### config.mk
export PLATFORM = sky130hd
export DESIGN_NAME = spatz_offload_issuer
export DESIGN_NICKNAME = d
export VERILOG_FILES = /design/src/rtl/spatz_offload_issuer.sv
export SDC_FILE = /design/constraint.sdc
export NUM_CORES = 1
export LEC_CHECK = 0
export BUFFER_PORTS_ARGS = -buffer_cell sky130_fd_sc_hd__buf_2
export CELL_PAD_IN_SITES_DETAIL_PLACEMENT = 0
export CELL_PAD_IN_SITES_GLOBAL_PLACEMENT = 1
export CORE_UTILIZATION = 45
export DETAILED_ROUTE_END_ITERATION = 8
export GPL_ROUTABILITY_DRIVEN = 0
export HOLD_SLACK_MARGIN = 0.03
export PLACE_DENSITY_LB_ADDON = 0.05
export SLEW_MARGIN = 20
export SYNTH_ARGS = -nofsm -noshare
export SYNTH_HDL_FRONTEND = slang
export SYNTH_SLANG_ARGS = --single-unit
### constraint.sdc
create_clock -name clk_i -period 12.5 [get_ports clk_i]
set_input_delay 0.625 -clock clk_i [delete_from_list [all_inputs] [get_ports clk_i]]
set_output_delay 0.625 -clock clk_i [all_outputs]
set_load 0.1 [all_outputs]
### src/rtl/spatz_offload_issuer.sv
// Core-side issuer for the vector-accelerator offload interface.
// Screens opcodes, queues legal instructions, merges responses.
//
// Ports:
//   clk_i, rst_i          clock, async active-high reset
//   core_req_*            instruction + operands from the core (valid/ready)
//   acc_req_*             FIFO head towards the accelerator (valid/ready)
//   acc_rsp_*             accelerator results (valid/ready)
//   core_rsp_*            writeback to the core, error flag for illegal instrs
//   outstanding_o         response-expecting instrs reserved, not yet answered
//   busy_o                FIFO non-empty or reservations pending
module spatz_offload_issuer #(
  parameter int unsigned FifoDepth      = 4,
  parameter int unsigned NumOutstanding = 8,
  parameter int unsigned IdWidth        = 5
) (
  input  logic                                clk_i,
  input  logic                                rst_i,
  input  logic                                core_req_valid_i,
  output logic                                core_req_ready_o,
  input  logic [31:0]                         core_req_instr_i,
  input  logic [31:0]                         core_req_rs1_i,
  input  logic [31:0]                         core_req_rs2_i,
  input  logic [IdWidth-1:0]                  core_req_id_i,
  output logic                                acc_req_valid_o,
  input  logic                                acc_req_ready_i,
  output logic [31:0]                         acc_req_instr_o,
  output logic [31:0]                         acc_req_rs1_o,
  output logic [31:0]                         acc_req_rs2_o,
  output logic [IdWidth-1:0]                  acc_req_id_o,
  input  logic                                acc_rsp_valid_i,
  output logic                                acc_rsp_ready_o,
  input  logic [IdWidth-1:0]                  acc_rsp_id_i,
  input  logic [31:0]                         acc_rsp_data_i,
  output logic                                core_rsp_valid_o,
  input  logic                                core_rsp_ready_i,
  output logic [IdWidth-1:0]                  core_rsp_id_o,
  output logic [31:0]                         core_rsp_data_o,
  output logic                                core_rsp_error_o,
  output logic [$clog2(NumOutstanding+1)-1:0] outstanding_o,
  output logic                                busy_o
);

  localparam int unsigned OutW = $clog2(NumOutstanding + 1);
  localparam int unsigned PtrW = $clog2(FifoDepth);
  localparam int unsigned CntW = $clog2(FifoDepth + 1);

  localparam logic [6:0] OpVec     = 7'b1010111;
  localparam logic [6:0] OpLoadFp  = 7'b0000111;
  localparam logic [6:0] OpStoreFp = 7'b0100111;
  localparam logic [6:0] OpSystem  = 7'b1110011;

  localparam logic [OutW-1:0] MaxOut  = OutW'(NumOutstanding);
  localparam logic [CntW-1:0] FifoMax = CntW'(FifoDepth);

  // ---------------- opcode screening ----------------
  logic [6:0] opcode;
  logic [2:0] funct3;
  logic       legal;
  logic       rsp_exp;

  assign opcode = core_req_instr_i[6:0];
  assign funct3 = core_req_instr_i[14:12];

  always_comb begin
    legal   = 1'b0;
    rsp_exp = 1'b0;
    case (opcode)
      OpVec: begin
        legal   = 1'b1;
        rsp_exp = (funct3 == 3'b111);
      end
      OpLoadFp:  legal = 1'b1;
      OpStoreFp: legal = 1'b1;
      OpSystem: begin
        // funct3==0 is ecall/ebreak/xret: not for the accelerator
        legal   = (funct3 != 3'b000);
        rsp_exp = (funct3 != 3'b000);
      end
      default: begin
        legal   = 1'b0;
        rsp_exp = 1'b0;
      end
    endcase
  end

  // ---------------- state ----------------
  logic [31:0]        instr_q [FifoDepth];
  logic [31:0]        rs1_q   [FifoDepth];
  logic [31:0]        rs2_q   [FifoDepth];
  logic [IdWidth-1:0] id_q    [FifoDepth];
  logic [PtrW-1:0]    wptr_q, wptr_d;
  logic [PtrW-1:0]    rptr_q, rptr_d;
  logic [CntW-1:0]    fcnt_q, fcnt_d;
  logic [OutW-1:0]    cnt_q, cnt_d;
  logic               err_valid_q, err_valid_d;
  logic [IdWidth-1:0] err_id_q, err_id_d;

  logic full;
  logic empty;
  logic push;
  logic pop;
  logic err_load;
  logic err_clr;
  logic inc;
  logic dec;

  assign full  = (fcnt_q == FifoMax);
  assign empty = (fcnt_q == '0);

  // ---------------- request side ----------------
  always_comb begin
    if (legal) begin
      core_req_ready_o = !full && (!rsp_exp || (cnt_q < MaxOut));
    end else begin
      core_req_ready_o = !err_valid_q;
    end
  end

  assign push     = core_req_valid_i && core_req_ready_o && legal;
  assign err_load = core_req_valid_i && core_req_ready_o && !legal;
  assign inc      = push && rsp_exp;

  assign acc_req_valid_o = !empty;
  assign acc_req_instr_o = instr_q[rptr_q];
  assign acc_req_rs1_o   = rs1_q[rptr_q];
  assign acc_req_rs2_o   = rs2_q[rptr_q];
  assign acc_req_id_o    = id_q[rptr_q];
  assign pop             = acc_req_valid_o && acc_req_ready_i;

  // ---------------- response side ----------------
  assign acc_rsp_ready_o  = core_rsp_ready_i && !err_valid_q;
  assign core_rsp_valid_o = err_valid_q || acc_rsp_valid_i;
  assign core_rsp_error_o = err_valid_q;
  assign core_rsp_id_o    = err_valid_q ? err_id_q : acc_rsp_id_i;
  assign core_rsp_data_o  = err_valid_q ? 32'h0 : acc_rsp_data_i;

  assign err_clr = err_valid_q && core_rsp_ready_i;
  assign dec     = acc_rsp_valid_i && acc_rsp_ready_o;

  assign outstanding_o = cnt_q;
  assign busy_o        = !empty || (cnt_q != '0);

  // ---------------- next state ----------------
  always_comb begin
    wptr_d      = wptr_q;
    rptr_d      = rptr_q;
    fcnt_d      = fcnt_q;
    cnt_d       = cnt_q;
    err_valid_d = err_valid_q;
    err_id_d    = err_id_q;

    if (push) wptr_d = wptr_q + 1'b1;
    if (pop)  rptr_d = rptr_q + 1'b1;
    if (push && !pop) fcnt_d = fcnt_q + 1'b1;
    if (pop && !push) fcnt_d = fcnt_q - 1'b1;

    // a stray response at zero must not wrap the counter
    if (inc && !dec) begin
      cnt_d = cnt_q + 1'b1;
    end else if (dec && !inc && (cnt_q != '0)) begin
      cnt_d = cnt_q - 1'b1;
    end

    if (err_load) begin
      err_valid_d = 1'b1;
      err_id_d    = core_req_id_i;
    end else if (err_clr) begin
      err_valid_d = 1'b0;
    end
  end

  always_ff @(posedge clk_i or posedge rst_i) begin
    if (rst_i) begin
      wptr_q      <= '0;
      rptr_q      <= '0;
      fcnt_q      <= '0;
      cnt_q       <= '0;
      err_valid_q <= 1'b0;
      err_id_q    <= '0;
    end else begin
      wptr_q      <= wptr_d;
      rptr_q      <= rptr_d;
      fcnt_q      <= fcnt_d;
      cnt_q       <= cnt_d;
      err_valid_q <= err_valid_d;
      err_id_q    <= err_id_d;
    end
  end

  // storage is reset so the head reads zero while empty
  always_ff @(posedge clk_i or posedge rst_i) begin
    if (rst_i) begin
      for (int i = 0; i < FifoDepth; i++) begin
        instr_q[i] <= '0;
        rs1_q[i]   <= '0;
        rs2_q[i]   <= '0;
        id_q[i]    <= '0;
      end
    end else if (push) begin
      instr_q[wptr_q] <= core_req_instr_i;
      rs1_q[wptr_q]   <= core_req_rs1_i;
      rs2_q[wptr_q]   <= core_req_rs2_i;
      id_q[wptr_q]    <= core_req_id_i;
    end
  end

`ifndef SYNTHESIS
  // accelerator must not answer with nothing reserved
  always_ff @(posedge clk_i) begin
    if (!rst_i) begin
      assert (!(acc_rsp_valid_i && (cnt_q == '0)));
    end
  end
`endif

endmodule

Yosys cells after proc, flatten, opt, wreduce, memory -nomap -nowiden
Index checks and enable logic that the tools add are counted.
Word-level totals
  bits in read-only memories: 0
  memories: 0
  bits in registers: 421
  bits in latches: 0
  output and inout bits: 148
  RAM bits: 0
  input bits: 144
  logic and storage cells: 105
Cells by class
  reductions and logical operators: 34
  multiply operators: 0
  bitwise operators: 2
  divide/modulo/power cells: 0
  multiplexer cells: 31
  add/subtract/negate cells: 6
  shifts and indexed selects: 0
  equality and inequality tests: 6
  magnitude comparators: 4
Operators by type and width (number)
  $bwmux 128: 3
  $mux 32: 8
  $bmux 32 s2: 3
  $demux 32 s2: 1
  $bwmux 20: 1
  $mux 5: 4
  $logic_and 1x1->1: 15
  $eq 7x7->1 const B: 2
  $bmux 5 s2: 1
  $demux 5 s2: 1
  $logic_not 1->1: 9
  $mux 4: 2
  $eq 7x3->1 const B: 1
  $eq 7x6->1 const B: 1
  $eq 3x3->1 const B: 2
  $ge 3x3->1 const B: 2
  $mux 3: 2
  $not 2->3: 2
  $reduce_bool 2->1: 3
  $add 2x1->2 const B: 2
  $add 4x1->4 const B: 1
  $lt 4x4->1 const B: 1
  $pmux 1 s2: 2
  $reduce_bool 4->1: 1
  other kinds (9): 13

Longest topological paths before layout
  depth after elaboration: 14
  mapped depth: 11
  depth with buffers taken out: 10

Worst setup path before layout
No wires, ideal clock.
  kind: flip-flop to flip-flop
  start: register err_valid_q (netlist: core_rsp_error_o)
  end: register cnt_q[3] (netlist: outstanding_o[3])
  stages on the path, launching flop included: 10
  clock period less this slack: 4.034 ns
  setup time: 0.164 ns
  required time: 12.336 ns
  path slack: 8.466 ns
  buffers on the path: 0
  arrival time: 3.870 ns
  cell sequence: dfrtp_1 nor2b_1 nand2_1 nand2_1 ha_1 a21oi_1 nor2b_1 or4_1 mux2i_1 xor2_1
On the way
  elaborated cells between the ends (all ways): 14
  those cells by class: mux (2); reduce/logical (12)
RTL lines
  start, declared: line 96  | logic err_valid_q, err_valid_d;
  start signal, assigned: line 186  | err_valid_q <= err_valid_d;
  $logic_not 1->1 *: line 132  | assign acc_rsp_ready_o = core_rsp_ready_i && !err_valid_q;
  $logic_and 1x1->1 *: line 132
  via acc_rsp_ready_o: line 32  | output logic acc_rsp_ready_o,
  $logic_and 1x1->1 *: line 139  | assign dec = acc_rsp_valid_i && acc_rsp_ready_o;
  $logic_not 1->1 / $logic_and 1x1->1 (equally long branches): line 159, 161
  $logic_and 1x1->1, on equally long branches: line 159, 161
  $mux 4 / $reduce_bool 2->1 (equally long branches)
  end signal, assigned: line 185  | cnt_q <= cnt_d;
  end, declared: line 95  | logic [OutW-1:0] cnt_q, cnt_d;
Mark *: on every way through the listed nets, which the timed path passes. The rest lies on a longest branch.
A chain may end at the register's enable or synchronous reset.

Final worst setup path
  start: register rptr_q[0]
  end: output port acc_req_rs1_o[5]
On the way
  longest elaborated chain between the ends: 4
RTL lines
  start, declared: line 93  | logic [PtrW-1:0] rptr_q, rptr_d;
  start signal, assigned: line 183  | rptr_q <= rptr_d;
  $not 2->3 (implied by the code): line 126  | assign acc_req_rs1_o = rs1_q[rptr_q];
  $bmux 32 s2: line 126
  $mux 32 (implied by the code) (2 in series): line 126
  end, declared: line 28  | output logic [31:0] acc_req_rs1_o,
Every way passes these cells. The select of a mux whose other input is x is not followed.

==> metrics.md <==
| Metric | Value |
|---|---|
| HPWL after DPL | 27500 um |
| Fin nets | 1548 |
| Pwr dens | 215 nW/um2 |
| Yosys cell types | 43 |
| CTS root buf | clkbuf_16 |
| Fin Setup TNS | 0 ps |
| Post-Synthesis Cells | 1111 |
| Fin Clk Skew | around 18 ps |
| Vias in the first global route | 11733 |
| Die Area | roughly 46000 um2 |
| Vias per inst | 5.27 |
| Post-CTS Setup Repair Bufs | 0 |
| Worst Path Required | 11880 ps |
| DP Worst Slack | 8370 ps |
| VDD IR-drop max | approximately 150 uV |
| Final setup fails | 0 |
| YS warnings | 0 |
| Avg Inst Size Synth | 18.5 um2 |
| Seq pwr share | 34.8% |
| Outcome | completed |
| FP Rows | 77 |
| Routed len/inst | 22.3 um |
| Dominant synthesized flop cell | dfrtp_1 |
| Slack of the critical path | 8010 ps |
| PostCTS Resize Cnt | 0 |
| Final period utilization | 35.9% |
| Area of the mapped netlist | 20500 um2 |
| Slew at the pin closest to its max-slew limit | 1060 ps |
| WL final | 45200 um |
| P_leak | 12.6 nW |
| Pint | 3.06 mW |
| Cells after DPL | 1937 |
| Clk pwr share | 28.7% |
| Initial Util | between 40% and 50% |
| Die Width | approximately 220 um |
| First-pass GRT wire length | between 70000 and 80000 um |
| MaxCap Viol Count | 0 |
| Kind of critical path | register to output port |
| Reg clk slew, reported paths | 60 ps |
| GRT Total Usage | 19.8% |
| Initial antenna violation count | 6 |
| Switching power | 2.00 mW |
| Synth Register Bits | approximately 420 |
| Count of pins over their slew limit | 0 |
| Cell Count, Final, Fillers Out | slightly above 2000 |
| Crit path launch type | register |
| Async set-reset flop share out of synthesis | between 90% and 100% |
| Port bufs | just under 300 |
| Switching share of power | 39.5% |
| Commonest non-fill, non-tap cell in the layout | dfrtp_1 |
| Synth-to-Final Area Change | 14.7% |
| Largest net degree at the start of global routing | 125 |
| Cell area after layout | around 24000 um2 |
| Seq/Total Area, Yosys | 51.3% |
| Arrival @ worst endpoint | roughly 3900 ps |
| DRC viols | 0 |
| Setup repair after global routing missed its margin | no |
| Max FO, Critical Path | between 40 and 50 |
| Hold_ws | around 200 ps |
| F_max | 223 MHz |
| CTS tree | yes |
| Worst-Skew Late Latency | 580 ps |
| Hold Crit Class | primary input to async pin |
| Commonest cells after routing, fill and taps aside | 419 x dfrtp_1, 349 x mux2_4, 291 x buf_2 |
| Hold_buf cts | 0 |
| GRT overflow | 0 |
| H-Tree Depth | 2 |
| Core area | 44600 um2 |
| Placed Instance Area | 21900 um2 |
| Maximum clock path buffer count | 3 |
| Combinational share of power | a little over a third |
| Cts bufs inserted | 48 |
| Setup crit end kind | output port |
| Sink Count | about 420 |
| Share of cells above drive strength 1 | 63.1% |
| Final core occ | 52.8% |
| DRT antenna net count | 0 |
| Post-layout minimum cycle time | 4490 ps |
| DR vias | 10696 |
| Iteration-0 DRC Markers | between 400 and 500 |
| Total power | 5.06 mW |
| Die H | about 220 um |
| Slew headroom | between 20% and 30% |
| Final Hold Vio Count | 0 |
| Drt first pass iters | 4 |
| Post-synth EDFFs | 0 |
| I/O pin cnt | a little under 300 |
| Net count after synthesis | 1264 |
## synth_stat cells, types with 2 or more instances
cell type,number,area (um2)
dfrtp_1,421,10500
mux2_4,349,5240
mux4_2,101,2270
mux2_2,57,642
buf_12,40,801
nor2b_1,34,213
buf_2,13,65.1
nand2b_1,11,68.8
buf_1,8,30.0
inv_1,8,30.0
clkbuf_1,7,26.3
ha_1,7,87.6
xor2_1,6,52.6
and2_1,5,31.3
buf_4,4,30.0
nand2_1,4,15.0
nand4_4,4,85.1
nor2_1,3,11.3
xnor2_1,3,26.3
fa_1,2,40.0
mux2i_1,2,20.0
## kinds of logic after synthesis
group / Yosys count / share of synthesized area (%)
muxes: 509 / 39.8
DFF: 421 / 51.3
buffers and inverters: 81 / 4.86
and+or+nand+nor: 75 / 2.70
xor gates and xnor gates: 9 / 0.384
adders and majority gates: 9 / 0.622
AOI/OAI and AO/OA: 7 / 0.256
## final timing paths
path,startpoint,endpoint,slack [ps],cells past startpoint
setup / recovery,rptr_q[0],acc_req_rs1_o[5],8010,4
hold / removal,rst_i,instr_q[83],200,2
setup reg to reg,fcnt_q[0],instr_q[8],9010,6
hold reg to reg,instr_q[0],instr_q[0],460,1
max in group asynchronous,rst_i,rs2_q[82],9780,4
min in group clk_i,core_req_rs1_i[23],rs1_q[55],320,2
## flip-flops by register name (all words and copies together), names as in the netlist, 2 cells and up
| signal | count |
|---|---|
| instr_q | 128 |
| rs1_q | 128 |
| rs2_q | 128 |
| id_q | 20 |
| err_id_q | 5 |
| outstanding_o | 4 |
| fcnt_q | 3 |
| rptr_q | 2 |
| wptr_q | 2 |
## power by group through the flow
stage	Combinational, mW	Sequential (mW)	Clock (mW)
floorplan	1.59	1.72	0
global placement	1.86	1.78	0
detailed placement	1.87	1.78	0
CTS	1.87	1.77	1.49
global route	1.93	1.80	1.55
finish	1.84	1.76	1.45
## area by class of cell
cell class | instances | area (um2)
fill | 3710 | 21100
sequential | 421 | 10500
multi-input combinational | 609 | 8990
timing repair buffer | 307 | 1580
clock buffer | 72 | 1410
tap | 592 | 741
clock inverter | 17 | 229
inverter | 8 | 37.5
antenna | 3 | 7.51
## per-layer routing
metal | global-route usage [%] | wire, um
met1 | 28.8 | 21200
met2 | 30.2 | 21000
met3 | 4.12 | 2240
met4 | 5.51 | 775
met5 | 0 | 47
## critical path, cell delays in order (launching register included)
cell and delay, ps:
dfrtp_4 770, buf_4 650, buf_4 840, mux4_2 640
buf_2 320
No activity file was read; power rests on OpenSTA's default activity.
